`config.mk`:
```
export PLATFORM = sky130hd
export DESIGN_NAME = alu_exec_unit_flat
export DESIGN_NICKNAME = d
export VERILOG_FILES = /design/src/rtl/alu_exec_unit_if.sv /design/src/rtl/alu_exec_unit.sv /design/src/flat_wrapper.sv
export SDC_FILE = /design/constraint.sdc
export NUM_CORES = 1
export LEC_CHECK = 0
export ABC_AREA = 1
export CAP_MARGIN = 20
export CORE_MARGIN = 2
export CORE_UTILIZATION = 50
export DETAILED_ROUTE_END_ITERATION = 7
export PLACE_DENSITY = 0.76
export SYNTH_ARGS = -nofsm -noshare
export SYNTH_HDL_FRONTEND = slang
export SYNTH_SLANG_ARGS = --single-unit
```
`constraint.sdc`:
```
create_clock -name clk -period 4.84 [get_ports clk]
set_input_delay 0.484 -clock clk [delete_from_list [all_inputs] [get_ports clk]]
set_output_delay 0.484 -clock clk [all_outputs]
set_load 0.1 [all_outputs]
```
`src/rtl/alu_exec_unit_if.sv`:
```
// Upstream/downstream handshake bundle for the ALU execute stage.
// Operation side: in_valid/in_ready with funct and two operands.
// Result side: out_valid/out_ready with result, zero and illegal flags.
interface alu_exec_unit_if #(
  parameter int DATA_W = 32
);
  // Operation request from ALU_Control / register read
  logic              in_valid;
  logic              in_ready;
  logic [5:0]        funct;
  logic [DATA_W-1:0] src1;
  logic [DATA_W-1:0] src2;

  // Result toward the writeback register
  logic              out_valid;
  logic              out_ready;
  logic [DATA_W-1:0] result;
  logic              zero;
  logic              illegal;

  // Producer of operations and consumer of results
  modport master (
    output in_valid, funct, src1, src2, out_ready,
    input  in_ready, out_valid, result, zero, illegal
  );

  // The execute unit itself
  modport slave (
    input  in_valid, funct, src1, src2, out_ready,
    output in_ready, out_valid, result, zero, illegal
  );
endinterface

```
`src/rtl/alu_exec_unit.sv`:
```
// ALU execute stage: addu/subu/and in one cycle, sll via 1-bit/cycle iterative shifter.
// Latency: 1 cycle for addu/subu/and/illegal/sll-by-0, shamt+1 cycles for sll.
// Backpressure: result held in DONE until out_ready; in_ready follows out_ready there.
module alu_exec_unit #(
  parameter int DATA_W  = 32,
  parameter int SHAMT_W = 5
) (
  input  logic           clk,
  input  logic           rst,
  alu_exec_unit_if.slave bus
);

  localparam logic [5:0] FUNCT_ADDU = 6'h09;
  localparam logic [5:0] FUNCT_SUBU = 6'h0A;
  localparam logic [5:0] FUNCT_AND  = 6'h11;
  localparam logic [5:0] FUNCT_SLL  = 6'h21;

  typedef enum logic [1:0] {
    ST_IDLE  = 2'd0,
    ST_SHIFT = 2'd1,
    ST_DONE  = 2'd2
  } state_t;

  state_t              state_q, state_d;
  logic [DATA_W-1:0]   result_q, result_d;
  logic                zero_q, zero_d;
  logic                illegal_q, illegal_d;
  logic [SHAMT_W-1:0]  cnt_q, cnt_d;

  // Decoded view of the operation currently presented on the input side
  logic [DATA_W-1:0]   op_result;
  logic                op_illegal;
  logic                op_shift;
  logic [SHAMT_W-1:0]  op_shamt;

  logic                in_ready;
  logic                accept;
  logic                xfer;
  logic [DATA_W-1:0]   shifted;

  assign op_shamt = bus.src2[SHAMT_W-1:0];
  assign shifted  = {result_q[DATA_W-2:0], 1'b0};

  // Handshake qualifiers: a new op may enter from IDLE, or from DONE when the
  // held result leaves in the same cycle (keeps single-cycle ops bubble-free).
  assign xfer     = (state_q == ST_DONE) && bus.out_ready;
  assign in_ready = (state_q == ST_IDLE) || xfer;
  assign accept   = bus.in_valid && in_ready;

  // Decode funct into the first-cycle result and whether the shifter is needed
  always_comb begin
    op_result  = '0;
    op_illegal = 1'b0;
    op_shift   = 1'b0;
    unique case (bus.funct)
      FUNCT_ADDU: op_result = bus.src1 + bus.src2;
      FUNCT_SUBU: op_result = bus.src1 - bus.src2;
      FUNCT_AND:  op_result = bus.src1 & bus.src2;
      FUNCT_SLL: begin
        // Shifter starts from src1; a zero shamt is already the final answer
        op_result = bus.src1;
        op_shift  = (op_shamt != '0);
      end
      default: begin
        op_result  = '0;
        op_illegal = 1'b1;
      end
    endcase
  end

  // Next-state logic for the IDLE/SHIFT/DONE sequencer and its datapath
  always_comb begin
    state_d   = state_q;
    result_d  = result_q;
    zero_d    = zero_q;
    illegal_d = illegal_q;
    cnt_d     = cnt_q;

    unique case (state_q)
      ST_IDLE, ST_DONE: begin
        // Result drained with nothing new arriving: fall back to IDLE
        if (xfer) begin
          state_d = ST_IDLE;
        end
        if (accept) begin
          result_d  = op_result;
          zero_d    = (op_result == '0);
          illegal_d = op_illegal;
          if (op_shift) begin
            cnt_d   = op_shamt;
            state_d = ST_SHIFT;
          end else begin
            cnt_d   = '0;
            state_d = ST_DONE;
          end
        end
      end

      ST_SHIFT: begin
        // One bit per cycle; the last shift lands together with the DONE entry
        result_d = shifted;
        zero_d   = (shifted == '0);
        cnt_d    = cnt_q - 1'b1;
        if (cnt_q == SHAMT_W'(1)) begin
          state_d = ST_DONE;
        end
      end

      default: begin
        state_d = ST_IDLE;
      end
    endcase
  end

  // State and result registers; reset discards any op in flight
  always_ff @(posedge clk or posedge rst) begin
    if (rst) begin
      state_q   <= ST_IDLE;
      result_q  <= '0;
      zero_q    <= 1'b0;
      illegal_q <= 1'b0;
      cnt_q     <= '0;
    end else begin
      state_q   <= state_d;
      result_q  <= result_d;
      zero_q    <= zero_d;
      illegal_q <= illegal_d;
      cnt_q     <= cnt_d;
    end
  end

  assign bus.in_ready  = in_ready;
  assign bus.out_valid = (state_q == ST_DONE);
  assign bus.result    = result_q;
  assign bus.zero      = zero_q;
  assign bus.illegal   = illegal_q;

endmodule

```
`src/flat_wrapper.sv`:
```
// flat-port wrapper written by rule: the top's interface ports become plain ports
module alu_exec_unit_flat 
#(
  parameter int DATA_W  = 32,
  parameter int SHAMT_W = 5
)
  (clk, rst, bus_in_valid, bus_funct, bus_src1, bus_src2, bus_out_ready, bus_in_ready, bus_out_valid, bus_result, bus_zero, bus_illegal);
  alu_exec_unit_if #(.DATA_W(DATA_W)) bus_i ();
  input  logic clk;
  input  logic rst;
  input wire logic [$bits(bus_i.in_valid)-1:0] bus_in_valid;
  input wire logic [$bits(bus_i.funct)-1:0] bus_funct;
  input wire logic [$bits(bus_i.src1)-1:0] bus_src1;
  input wire logic [$bits(bus_i.src2)-1:0] bus_src2;
  input wire logic [$bits(bus_i.out_ready)-1:0] bus_out_ready;
  output wire logic [$bits(bus_i.in_ready)-1:0] bus_in_ready;
  output wire logic [$bits(bus_i.out_valid)-1:0] bus_out_valid;
  output wire logic [$bits(bus_i.result)-1:0] bus_result;
  output wire logic [$bits(bus_i.zero)-1:0] bus_zero;
  output wire logic [$bits(bus_i.illegal)-1:0] bus_illegal;
  assign bus_i.in_valid = bus_in_valid;
  assign bus_i.funct = bus_funct;
  assign bus_i.src1 = bus_src1;
  assign bus_i.src2 = bus_src2;
  assign bus_i.out_ready = bus_out_ready;
  assign bus_in_ready = bus_i.in_ready;
  assign bus_out_valid = bus_i.out_valid;
  assign bus_result = bus_i.result;
  assign bus_zero = bus_i.zero;
  assign bus_illegal = bus_i.illegal;
  alu_exec_unit #(.DATA_W(DATA_W), .SHAMT_W(SHAMT_W)) u_core (.clk(clk), .rst(rst), .bus(bus_i));
endmodule
```
Word-level counts from Yosys, hierarchy flattened
Index checks and enable logic that the tools add are counted.
Widths: inputs -> output; s select.
{"block": "totals", "elab_cells": 47, "input_bits": 74, "regBits": 41, "output_inout_bits": 36}
{"block": "op_classes", "muxes": 15, "n_bitwise": 1, "n_addsub": 3, "eq_ne": 10, "reduce_logical": 13}
{"op": "$pmux 32 s4", "count": 1}
{"op": "$logic_not 32->1", "count": 2}
{"op": "$pmux 32 s2", "count": 1}
{"op": "$add 32x32->32", "count": 1}
{"op": "$and 32x32->32", "count": 1}
{"op": "$mux 32", "count": 1}
{"op": "$sub 32x32->32", "count": 1}
{"op": "$eq 6x4->1 const B", "count": 2}
{"op": "$mux 5", "count": 2}
{"op": "$pmux 5 s2", "count": 1}
{"op": "$mux 2", "count": 4}
{"op": "$eq 6x5->1 const B", "count": 1}
{"op": "$eq 6x6->1 const B", "count": 1}
{"op": "$reduce_and 2->1", "count": 3}
{"op": "$eq 5x1->1 const B", "count": 1}
{"op": "$reduce_bool 5->1", "count": 1}
{"op": "$sub 5x1->5 const B", "count": 1}
{"op": "$ne 2x1->1 const B", "count": 2}
{"op": "$pmux 2 s2", "count": 1}
{"op": "$reduce_or 4->1", "count": 1}
{"op": "$mux 1", "count": 3}
{"op": "$ne 3x1->1 const B", "count": 1}
{"op": "$eq 2x1->1 const B", "count": 1}
{"op": "$eq 2x2->1 const B", "count": 1}
{"op": "other kinds (6)", "count": 7}

Logic depth before layout (Yosys ltp)
{"block": "depth", "depth_word": 6, "depth_mapped": 33, "ltp_nobuf": 33}

Worst setup path before layout
No wires, ideal clock.
{"block": "synth_path", "path_type": "input to register", "from": "in bus_src2[1]", "to": "reg u_core.zero_q (netlist: u_core.bus.zero)", "cell_stages": 29, "setup_slack_ps": 1402, "arrival_time_ps": 3360, "required_time_ps": 4762, "path_buffers": 0, "path_cell_list": "inv_1 ha_1 nand3_1 nor3_2 nand2_1 nor2_1 nand3_1 nor2_2 nand2_1 nand2_2 o211ai_2 inv_2 o21ai_1 xnor2_1 ha_1 nand2_1 nor2_1 nand2_1 nor3_4 nand2_2 nand2_1 nand2_1 nand3_1 nand2_1 nor2_1 nand2_1 nor2_1 nand4_1 a21oi_1"}
{"block": "synth_between", "elab_chain_len": 5, "word_cells_on_any_way": 7}
{"item": "from (decl)", "line_no": "flat_wrapper.sv:14", "text": "input wire logic [$bits(bus_i.src2)-1:0] bus_src2;"}
{"item": "$sub 32x32->32 (tied with other cells)", "line_no": "alu_exec_unit.sv:57", "text": "FUNCT_SUBU: op_result = bus.src1 - bus.src2;"}
{"item": "$pmux 32 s4 *", "line_no": "alu_exec_unit.sv:55", "text": "unique case (bus.funct)"}
{"item": "$logic_not 32->1 *", "line_no": "alu_exec_unit.sv:87", "text": "zero_d = (op_result == '0);"}
{"item": "$mux 1 *", "line_no": "alu_exec_unit.sv:85", "text": "if (accept) begin"}
{"item": "$pmux 1 s2 *", "line_no": "alu_exec_unit.sv:79", "text": "unique case (state_q)"}
{"item": "to (signal assigned)", "line_no": "alu_exec_unit.sv:126", "text": "zero_q <= zero_d;"}
{"item": "to (decl)", "line_no": "alu_exec_unit.sv:26", "text": "logic zero_q, zero_d;"}
Every way passes the cells marked *; elsewhere a longest branch is shown, timed or not. The select of a mux whose other input is x is not followed.
A chain may end at the register's enable or synchronous reset.

Worst setup path after layout
{"block": "layout_path", "from": "in bus_src2[0]", "to": "reg u_core.zero_q (netlist: u_core.bus.zero)"}
Same word-level chain as after synthesis.

==> impl_metrics.json <==
{
  "final_nets": 1323,
  "row_count": 40,
  "crit_path_end_kind": "register",
  "cap_violations": 0,
  "finalSetupTns_ns": 0,
  "grt.busiest_layer": "met2",
  "antenna_found_initial": 0,
  "vias": 7368,
  "critPathCapture": "u_core.bus.zero",
  "fin_crit_sh_pct": 92.27,
  "r2r_slack_ns": 2.09,
  "grt_max_degree": 42,
  "dieArea_sq_um": 13430,
  "layout_common_cells": "nand2_1 (354), inv_1 (227), clkdlybuf4s50_1 (109)",
  "globalRouteMet1Util_pct": 45.69,
  "num_io_pins": 110,
  "yosys_warnings": 0,
  "first_pass_iters": 5,
  "hold_violations": 0,
  "fp.dieW_microns": 115.9,
  "syn_area_sq_um": 6257,
  "fillCellCount": 1207,
  "via_per_inst": 5.339,
  "drive_above_1_share_pct": 6.188,
  "period_minus_slack_ns": 4.466,
  "crit_type": "input port to register",
  "ff_latch_area_sq_um": 1026,
  "startpoint": "bus_src2[0]",
  "setup_viol": 0,
  "drtIter0Drc": 870,
  "hold_start": "u_core.cnt_q[1]",
  "grt_pass1_vias": 6643,
  "syn_to_final_growth_pct": 22.50,
  "finalMaxSlewViolations": 0,
  "synth_seq_cells": 41,
  "critPathTopFamily": "simple AND/OR/NAND/NOR gates",
  "max_slew_margin_pct": 32.93,
  "dpl.cell_count": 1372,
  "p_per_area_nw_per_um2": 199.7,
  "start_kind": "input port",
  "core_sq_um": 12110,
  "grt_overflow_total": 0,
  "ant_nets": 0,
  "grt_usage_pct": 32.17,
  "clk_pin_slew_ns": 0.05,
  "final_cells": 1380,
  "multi_input_area_sq_um": 4238,
  "port_buffers": 109,
  "rr_worst_depth": 8,
  "die_h_microns": 115.9,
  "placed_cell_area_sq_um": 7510,
  "status": "complete, no violations",
  "slowest_delay_ns": 0.45,
  "place_hpwl_mm": 17.65,
  "cts_buffer_depth": 2,
  "syn_avg_cell_area_sq_um": 5.642,
  "final_common_cell": "nand2_1",
  "drc": 0,
  "rsz0062_at_grt": "false",
  "hold_class": "register to register",
  "initial_core_util_pct": 51.66,
  "wl_per_cell_microns": 15.42,
  "arrival_ns": 4.68,
  "synth_cells": 1109,
  "cts_made_buffers": 5,
  "cpMostUsedCell": "nand2_1",
  "power.leakage_nw": 4.159,
  "cp_num_buf_inv": 3,
  "cts.sinks": 41,
  "cp_max_fo": 4,
  "diodes": 0,
  "worst_pin_slew_ns": 1.003,
  "cts_tree": "yes",
  "cp_data_required_time_ns": 5.05,
  "finalInstanceArea_sq_um": 7665,
  "grt_use_met2_pct": 51.03,
  "r2r-start": "u_core.state_q[0]",
  "wl_mm": 21.27,
  "peakVddDrop_mv": 0.1258,
  "max_freq_mhz": 223.9,
  "clock_skew_ns": 0.007089,
  "worst_skew_pair.late_latency_ns": 0.29,
  "crit_cells": 30,
  "synth-main-ff-cell": "dfrtp_1",
  "htreeDepth": 2,
  "ys_seq_area_share_pct": 16.40,
  "slowest_stage": "clkdlybuf4s50_1",
  "gp_congestion": 1.007,
  "cts_root_buf": "clkbuf_16",
  "ys_types": 45,
  "synth_edf_count": 0,
  "synthArstFlopShare_pct": 100.0,
  "grtUsageMet3_pct": 3.609,
  "reg2reg_to": "u_core.cnt_q[4]",
  "syn_nets": 1220,
  "grt_first_pass_wirelength_mm": 33.87
}
## synthesized netlist by cell type (7+ instances only)
| cell | instances | area [sq um] |
|---|---|---|
| a21oi_1 | 47 | 235.2 |
| clkbuf_1 | 10 | 37.54 |
| dfrtp_1 | 41 | 1026 |
| ha_1 | 36 | 450.4 |
| inv_1 | 227 | 852.1 |
| inv_2 | 15 | 56.30 |
| nand2_1 | 354 | 1329 |
| nand2_2 | 26 | 162.7 |
| nand3_1 | 69 | 345.3 |
| nand3b_1 | 10 | 75.07 |
| nand4_1 | 16 | 100.1 |
| nor2_1 | 96 | 360.4 |
| nor3_1 | 7 | 35.03 |
| o21ai_0 | 23 | 115.1 |
| o221ai_1 | 28 | 245.2 |
| xor2_1 | 27 | 236.5 |
## cells by family (layout without fill, tap and decap cells)
kind of cell | Yosys count | after routing | synth area share, %
DFF | 41 | 41 | 16.40
buffers and inverters | 263 | 366 | 15.96
AOI/OAI and AO/OA | 134 | 134 | 13.84
adders and majority gates | 37 | 37 | 7.518
xor gates and xnor gates | 31 | 31 | 4.339
and+or+nand+nor | 603 | 603 | 41.95
## flip-flops by register name, indices dropped and copies added, names as in the netlist
| register | flops |
|---|---|
| u_core.cnt_q | 5 |
| u_core.bus.zero | 1 |
| u_core.bus.result | 32 |
| u_core.state_q | 2 |
| u_core.bus.illegal | 1 |
## cell type report
class / count / area share [%]
Clock buffer: 7 / 1.861
Inverter: 245 / 12.00
Multi-Input combinational cell: 805 / 55.29
Sequential cell: 41 / 13.39
Tap cell: 168 / 2.742
Timing Repair Buffer: 114 / 14.72
## repair_timing
action,4_1_cts,5_1_grt
endpoints found under the setup margin,0,1
setup buffers,0,1
gates resized for setup,0,1
hold buffers,0,0
## worst min path at each step
stage	endpoint	slack, ns	cells past startpoint
finish	u_core.cnt_q[1]	0.52	2
global placement	u_core.bus.illegal	0.50	2
floorplan	u_core.cnt_q[1]	0.48	2
global route	u_core.bus.result[31]	0.55	2
CTS	u_core.cnt_q[1]	0.53	2
detailed placement	u_core.bus.illegal	0.51	2
## worst reg2reg max path, stage by stage, from the launching register on
cell and delay (ns):
dfrtp_1 0.40, inv_1 0.07, nor2_1 0.44, inv_2 0.41, nand2_1 0.16, buf_4 0.34
clkinv_1 0.39, a31oi_1 0.29, a22oi_1 0.11
## stage by stage
stage	setup slack (ns)	hold slack (ns)	power (mW)	utilization [%]
global route	0.01359	0.5530	1.634	63.29
finish	0.3740	0.5226	1.531	63.29
detailed placement	0.1537	0.5131	1.197	62.00
global placement	0.1626	0.4986	1.191	62.00
CTS	0.4429	0.5265	1.520	63.18
floorplan	1.402	0.4819	0.9525	-
## metal layers
metal	wire length, microns	share of wire, %	up-vias
li1	-	-	3684
met4	578	2.7	0
met3	1598	7.5	41
met5	0	0	-
met2	9349	44	324
met1	9747	46	3319
## where the power goes
group          internal, mW  switching [mW]
Combinational         0.261           0.554
Clock                 0.202           0.123
Sequential            0.370          0.0207
Power figures use the tool's default switching activity.
